<file path="config.mk">
export PLATFORM = sky130hd
export DESIGN_NAME = xgemac_tx_arbiter
export DESIGN_NICKNAME = d
export VERILOG_FILES = /design/src/rtl/xgemac_tx_arbiter.sv
export SDC_FILE = /design/constraint.sdc
export NUM_CORES = 1
export LEC_CHECK = 0
export BUFFER_PORTS_ARGS = -buffer_cell sky130_fd_sc_hd__buf_2
export CORE_UTILIZATION = 25
export DETAILED_ROUTE_END_ITERATION = 10
export PLACE_DENSITY = 0.48
export SLEW_MARGIN = 25
export SYNTH_ARGS = -nofsm -noshare
export SYNTH_HDL_FRONTEND = slang
export SYNTH_SLANG_ARGS = --single-unit
</file>
<file path="constraint.sdc">
create_clock -name clk_156m25 -period 3 [get_ports clk_156m25]
set_clock_uncertainty 0.15 [all_clocks]
set_input_delay 0.3 -clock clk_156m25 [delete_from_list [all_inputs] [get_ports clk_156m25]]
set_output_delay 0.3 -clock clk_156m25 [all_outputs]
set_load 0.02 [all_outputs]
</file>
<file path="src/rtl/xgemac_tx_arbiter.sv">
// Packet-granular round-robin arbiter between two packet sources and the
// XGEMAC pkt_tx_* port. One source owns the MAC from SOP to EOP, then a
// forced inter-packet gap runs before the next grant.
//
// state | meaning
// ------+-----------------------------------------------------------------
// IDLE  | no owner; arbitrate between SOP requests when arb_en is high
// BUSY  | grant held; forward the owner's words under pkt_tx_full gating
// GAP   | post-EOP idle time; no source is ready
//
// The IDLE arbitration cycle is itself one of the forced idle cycles, so
// GAP lasts IPG_CYCLES-1 cycles (skipped when IPG_CYCLES <= 1). This gives
// exactly IPG_CYCLES idle cycles between an EOP and the next SOP under
// continuous load.
module xgemac_tx_arbiter #(
    parameter int DATA_W     = 64,
    parameter int MOD_W      = 3,
    parameter int IPG_CYCLES = 2,
    parameter int CNT_W      = 32
) (
    input  logic              clk_156m25,
    input  logic              reset_156m25,
    input  logic              arb_en,
    input  logic [DATA_W-1:0] s0_tx_data,
    input  logic              s0_tx_val,
    input  logic              s0_tx_sop,
    input  logic              s0_tx_eop,
    input  logic [MOD_W-1:0]  s0_tx_mod,
    output logic              s0_tx_ready,
    input  logic [DATA_W-1:0] s1_tx_data,
    input  logic              s1_tx_val,
    input  logic              s1_tx_sop,
    input  logic              s1_tx_eop,
    input  logic [MOD_W-1:0]  s1_tx_mod,
    output logic              s1_tx_ready,
    output logic [DATA_W-1:0] pkt_tx_data,
    output logic              pkt_tx_val,
    output logic              pkt_tx_sop,
    output logic              pkt_tx_eop,
    output logic [MOD_W-1:0]  pkt_tx_mod,
    input  logic              pkt_tx_full,
    output logic [1:0]        grant,
    output logic [CNT_W-1:0]  s0_pkt_cnt,
    output logic [CNT_W-1:0]  s1_pkt_cnt
);

    typedef enum logic [1:0] {
        IDLE = 2'd0,
        BUSY = 2'd1,
        GAP  = 2'd2
    } state_t;

    localparam bit       USE_GAP  = (IPG_CYCLES > 1);
    localparam logic [3:0] GAP_LOAD = (IPG_CYCLES > 1) ? 4'(IPG_CYCLES - 2) : 4'd0;

    state_t              state, state_nxt;
    logic [1:0]          grant_nxt;
    logic                rr_ptr, rr_ptr_nxt;
    logic [3:0]          gap_cnt, gap_cnt_nxt;
    logic                req0, req1, pick1;
    logic                acc, acc_eop;
    logic [DATA_W-1:0]   in_data;
    logic                in_sop, in_eop;
    logic [MOD_W-1:0]    in_mod;

    // Handshake, source mux and accepted-word qualification.
    always_comb begin
        req0        = s0_tx_val & s0_tx_sop;
        req1        = s1_tx_val & s1_tx_sop;
        pick1       = rr_ptr ? req1 : ~req0;
        s0_tx_ready = (state == BUSY) & grant[0] & ~pkt_tx_full;
        s1_tx_ready = (state == BUSY) & grant[1] & ~pkt_tx_full;
        acc         = (s0_tx_val & s0_tx_ready) | (s1_tx_val & s1_tx_ready);
        in_data     = grant[1] ? s1_tx_data : s0_tx_data;
        in_sop      = grant[1] ? s1_tx_sop  : s0_tx_sop;
        in_eop      = grant[1] ? s1_tx_eop  : s0_tx_eop;
        in_mod      = grant[1] ? s1_tx_mod  : s0_tx_mod;
        acc_eop     = acc & in_eop;
    end

    // Next-state, grant, round-robin pointer and gap timer.
    always_comb begin
        state_nxt   = state;
        grant_nxt   = grant;
        rr_ptr_nxt  = rr_ptr;
        gap_cnt_nxt = gap_cnt;
        case (state)
            IDLE: begin
                if (arb_en && (req0 || req1)) begin
                    state_nxt = BUSY;
                    grant_nxt = pick1 ? 2'b10 : 2'b01;
                end
            end
            BUSY: begin
                if (acc_eop) begin
                    grant_nxt   = 2'b00;
                    rr_ptr_nxt  = ~grant[1];
                    gap_cnt_nxt = GAP_LOAD;
                    state_nxt   = USE_GAP ? GAP : IDLE;
                end
            end
            GAP: begin
                if (gap_cnt == 4'd0) begin
                    state_nxt = IDLE;
                end else begin
                    gap_cnt_nxt = gap_cnt - 4'd1;
                end
            end
            default: begin
                state_nxt = IDLE;
                grant_nxt = 2'b00;
            end
        endcase
    end

    // Control state register.
    always_ff @(posedge clk_156m25) begin
        if (reset_156m25) begin
            state   <= IDLE;
            grant   <= 2'b00;
            rr_ptr  <= 1'b0;
            gap_cnt <= 4'd0;
        end else begin
            state   <= state_nxt;
            grant   <= grant_nxt;
            rr_ptr  <= rr_ptr_nxt;
            gap_cnt <= gap_cnt_nxt;
        end
    end

    // Registered MAC datapath; data/mod hold when nothing is accepted.
    always_ff @(posedge clk_156m25) begin
        if (reset_156m25) begin
            pkt_tx_val  <= 1'b0;
            pkt_tx_sop  <= 1'b0;
            pkt_tx_eop  <= 1'b0;
            pkt_tx_data <= '0;
            pkt_tx_mod  <= '0;
        end else begin
            pkt_tx_val <= acc;
            pkt_tx_sop <= acc & in_sop;
            pkt_tx_eop <= acc_eop;
            if (acc) begin
                pkt_tx_data <= in_data;
                pkt_tx_mod  <= in_mod;
            end
        end
    end

    // Per-source forwarded-packet counters, wrapping.
    always_ff @(posedge clk_156m25) begin
        if (reset_156m25) begin
            s0_pkt_cnt <= '0;
            s1_pkt_cnt <= '0;
        end else if (acc_eop) begin
            if (grant[0]) s0_pkt_cnt <= s0_pkt_cnt + CNT_W'(1);
            if (grant[1]) s1_pkt_cnt <= s1_pkt_cnt + CNT_W'(1);
        end
    end

endmodule

</file>
* Yosys cells after proc, flatten, opt, wreduce, memory -nomap -nowiden *
Cells that the tools add are included.

storage, ports and cells
  word-level logic and storage cells = 62
  flip-flop bits (word level) = 143
  output and inout port bits = 138

operators by class
  reductions and logical operators = 11
  mux-type cells = 16
  add/subtract/negate cells = 3
  bitwise operators = 15
  equality and inequality tests = 6

operators with widths
  kind                                                                   number
  32-bit by 1-bit adder with 32-bit output, second input constant        2
  64-bit 2-to-1 mux                                                      1
  2-bit 2-to-1 mux                                                       6
  2-bit case mux with 3 select lines                                     2
  1-bit AND                                                              10
  3-bit AND reduction                                                    3
  4-bit 2-to-1 mux                                                       2
  2-bit != test, second input constant                                   4
  4-bit case mux with 2 select lines                                     1
  2-bit AND reduction                                                    3
  4-bit zero test                                                        1
  1-bit inverter                                                         4
  4-bit by 1-bit subtractor with 4-bit output, second input constant     1
  1-bit 2-to-1 mux                                                       3
  3-bit 2-to-1 mux                                                       1
  2-bit by 1-bit equality test with 1-bit output, second input constant  1
  2-bit equality test, second input constant                             1
  2-bit zero test                                                        1
  2-bit nonzero test                                                     1
  1-bit logical AND                                                      1
  1-bit logical OR                                                       1
  1-bit OR                                                               1

* Logic depth before layout (Yosys ltp) *
  depth after elaboration = 8
  gate-level depth with buffers = 7
  gate-level depth less buffers = 7

* Worst setup path before layout *
OpenSTA, ideal clock, no wires.

  path kind = register -> register
  start point = reg s0_pkt_cnt[3]
  end point = reg s0_pkt_cnt[29]
  setup slack = 0.750 ns
  library setup time = 0.071 ns
  period minus slack after synthesis = 2.250 ns
  stages on the path, launching flop included = 6
  arrival = 2.029 ns
  cells stage by stage = dfxtp_1 nand4_1 nor4_2 nand4_1 or3_1 a21oi_1

on the way
  cells in the longest elaborated chain, start to end = 1

RTL lines
  element                                   line  source
  start: declaration                        43    output logic [CNT_W-1:0] s0_pkt_cnt,
  start signal: assignment                  156   if (grant[0]) s0_pkt_cnt <= s0_pkt_cnt + CNT_W'(1);
  32-bit by 1-bit adder with 32-bit output  156

Every way passes these cells.
A chain may end at the register's enable or synchronous reset.

* Worst setup path after layout *
  start point = reg state[0]
  end point = reg s1_pkt_cnt[26]

on the way
  cells in the longest elaborated chain, start to end = 7

RTL lines
  element                                             line    source
  start: declaration                                  56      state_t state, state_nxt;
  start signal: assignment                            124     state <= state_nxt;
  2-bit by 1-bit equality test with 1-bit output (*)  71, 72
  1-bit AND (on tied branches) (2 in series)          71, 72
  1-bit AND                                           73      acc = (s0_tx_val & s0_tx_ready) | (s1_tx_val & s1_tx_ready);
  1-bit OR (*)                                        73
  1-bit AND (*)                                       78      acc_eop = acc & in_eop;
  2-bit AND reduction (no line) (*)                   --
  end signal: assignment                              157     if (grant[1]) s1_pkt_cnt <= s1_pkt_cnt + CNT_W'(1);
  end: declaration                                    44      output logic [CNT_W-1:0] s1_pkt_cnt

Mark *: on every way between the ends. The rest lies on a longest branch, timed or not.

==> impl_metrics.tcl <==
set metrics [dict create \
    critPathRequiredTime_ps 3190 \
    ys_warn_count 0 \
    die_x_um 162 \
    final_max_slew_viol_count 0 \
    ctsHoldBuffers 0 \
    path_clk_slew_ps 70 \
    synth_nets 869 \
    p_per_area_nw_per_um2 507 \
    cts_sinks 143 \
    synth.distinct_cells 41 \
    synth.cell_area_um2 6400 \
    rsz0062_at_grt "false" \
    cp_data_arrival_time_ps 2600 \
    setup_tns_ps 0 \
    vdd_ir_drop_max_mv 0.323 \
    grt_max_degree 76 \
    fmax_mhz 415 \
    end_kind "flop" \
    top_usage_layer "met2" \
    p_int_mw 3.53 \
    clkLatencyLatePin_ps 410 \
    syn_avg_cell_area_um2 8.87 \
    post-cts-setup-buffer-count 0 \
    dpl.hpwl_um 14200 \
    yosys_register_bits 143 \
    vias_per_cell 4.53 \
    synth_ff_type "dfxtp_1" \
    min_path_type "primary input to flop" \
    layout.nets 1146 \
    grt_pass1_wl_um 29900 \
    p_clk_share_pct 51.1 \
    worstRegToRegCells 6 \
    path_cells "or3b_1 > buf_4 > nor4_4 > nand3_2 > or4_1 > a21oi_1" \
    path_class "flop to flop" \
    worst_pin_slew_ps 667 \
    synth_area_leaders "dfxtp_1 45%, mux2i_1 11%, a211oi_1 8.0%, nor2_1 7.6%, xor2_1 4.9%" \
    cts_tree "done" \
    fp.coreArea_um2 25200 \
    holdPathStages 3 \
    period_needed_ps 2410 \
    routed_wl_um 19100 \
    synth_top_area_cell "dfxtp_1" \
    startpoint_type "flop" \
    clock_path_buffers 2 \
    postPlaceCellArea_um2 8270 \
    use_met1_pct 18.3 \
    p_total_mw 4.52 \
    synth_edf_count 0 \
    design_area_um2 8900 \
    drive_above_1_share_pct 33.7 \
    grt_use_met2_pct 24.0 \
    start_util_pct 25.4 \
    drc 0 \
    gp_congestion 0.739 \
    finalSetupViolCount 0 \
    worstPathMaxFanout 13 \
    syn_inst 722 \
    antenna_found_initial 0 \
    p_sw_share_pct 21.8 \
    ys_seq_area_share_pct 44.7 \
    post_cts_resized 0 \
    power_frac_comb_pct 6.4 \
    dieHeight_um 162 \
    status "finished clean" \
    rows 58 \
    leakage_nw 3.65 \
    cts_max_level 4 \
    grt_util_all_layers_pct 14.6 \
    grt_pass1_vias 5568 \
    grt.met3_usage_pct 4.98 \
    syn_to_final_growth_pct 39.0 \
    ios 282 \
    period_share_pct 80.3 \
    switchingPower_uw 986 \
    cts_buffers 17 \
    critPathMaxStageDelay_ps 470 \
    drtPass1Iterations 4 \
    drtIter0Drc 322 \
    synth_top_area_share_pct 44.7 \
    port_buffers 281 \
    synth-async-reset-ratio_pct 0 \
    dieArea_um2 26300 \
    pwr-share-seq_pct 42.5 \
    detail-route-antenna-nets 0 \
    overflow 0 \
    avgRoutedWirePerCell_um 14.3 \
    drv_cap 0 \
    cts-root-buf "clkbuf_16" \
    cp_slowest_cell "or4_1" \
    relSlewSlack_pct 55.5 \
    hold_violations 0 \
    dr_total_vias 6071 \
]
[cell usage after synthesis (2+ instances only)]
master and count:
and4_1 5, a31oi_1 2, nand2_1 30, or3b_1 2
and2_1 3, inv_1 15, nand4_1 30, or3_1 19
o21ai_0 21, o31ai_1 4, buf_1 6, clkbuf_1 36
buf_6 2, nand3_1 25, a211oi_1 68, xnor2_1 4
dfxtp_1 143, mux2i_1 70, ha_1 3, or4_1 3
a21oi_1 29, nor4_4 2, nor4_1 4, nor3_1 9
nor2_1 129, xor2_1 36, and3_1 8
[cell usage in the layout (no fill, tap or decap), types with 9 or more instances in the layout]
master and count:
or3_1 19, buf_2 280, inv_1 15, o21ai_0 21
a211oi_1 68, nand4_1 30, nor2_1 128, xor2_1 36
nor3_1 9, clkbuf_16 17, buf_4 19, dfxtp_1 142
nand3_1 25, nand2_1 30, mux2i_1 70, a21oi_1 29
[cell families after synthesis]
group | synth area share (%)
adder cells (fa/ha/maj) | 0.586
XOR/XNOR | 5.47
buffers and inverters | 3.77
AND/OR/NAND/NOR | 21.6
flip-flops | 44.7
multiplexers | 10.9
AO/OA/AOI/OAI | 13.0
[registers in the layout (all words and copies together) (netlist names)]
register     count
s0_pkt_cnt      32
gap_cnt          4
pkt_tx_eop       1
pkt_tx_data     64
pkt_tx_val       1
grant            2
state            2
s1_pkt_cnt      32
pkt_tx_sop       1
pkt_tx_mod       3
rr_ptr           1
[power by group through the flow]
stage | Combinational [mW] | Clock, mW | Sequential (mW)
floorplan | 0.132 | 0 | 1.98
global placement | 0.294 | 0 | 1.96
detailed placement | 0.296 | 0 | 1.96
CTS | 0.296 | 2.38 | 1.92
global route | 0.320 | 2.47 | 1.92
finish | 0.289 | 2.31 | 1.92
[per-layer routing]
metal / part of all wire [%] / up-vias
met2: 47 / 196
met4: 0.78 / 0
li1: - / 3154
met3: 6.4 / 10
met1: 46 / 2711
met5: 0 / -
[worst paths after layout]
| path | from | to | slack, ps |
|---|---|---|---|
| setup / recovery | state[0]$_SDFFE_PP0P_ | s1_pkt_cnt[26]$_SDFFE_PP0P_ | 590 |
| hold / removal | s0_tx_data[49] | pkt_tx_data[49]$_SDFFE_PP0P_ | 70 |
| setup reg to reg | state[0]$_SDFFE_PP0P_ | s1_pkt_cnt[26]$_SDFFE_PP0P_ | 590 |
| hold reg to reg | rr_ptr$_SDFFE_PP0P_ | rr_ptr$_SDFFE_PP0P_ | 340 |
[cell type report]
| class | count | area, um^2 |
|---|---|---|
| inverters | 15 | 56.3 |
| diodes | 1 | 2.50 |
| multi-input cells | 519 | 3310 |
| flip-flops and latches | 143 | 2870 |
| well taps | 330 | 413 |
| clock buffers | 18 | 439 |
| repair buffers | 303 | 1620 |
| fillers | 2636 | 16300 |
| clock inverters | 10 | 189 |
[critical path: cells and delay by family, from the launching register on]
family | cells | cell delay [ps]
AO/OA/AOI/OAI | 1 | 140
flip-flops | 1 | 400
AND/OR/NAND/NOR | 4 | 1440
buffers and inverters | 1 | 210
[metrics by stage]
| step | utilization [%] | setup slack [ps] | hold WS [ps] | cells |
|---|---|---|---|---|
| 6_report | 35.4 | 591 | 68.6 | 1339 |
| 5_1_grt | 35.3 | 440 | 56.2 | 1338 |
| 4_1_cts | 35.3 | 593 | 43.5 | 1338 |
| 3_5_place_dp | 32.9 | 599 | 334 | 1310 |
| 3_3_place_gp | 32.9 | 622 | 325 | 1310 |
| 2_1_floorplan | - | 750 | 290 | 722 |
No activity file was read; power rests on OpenSTA's default activity.
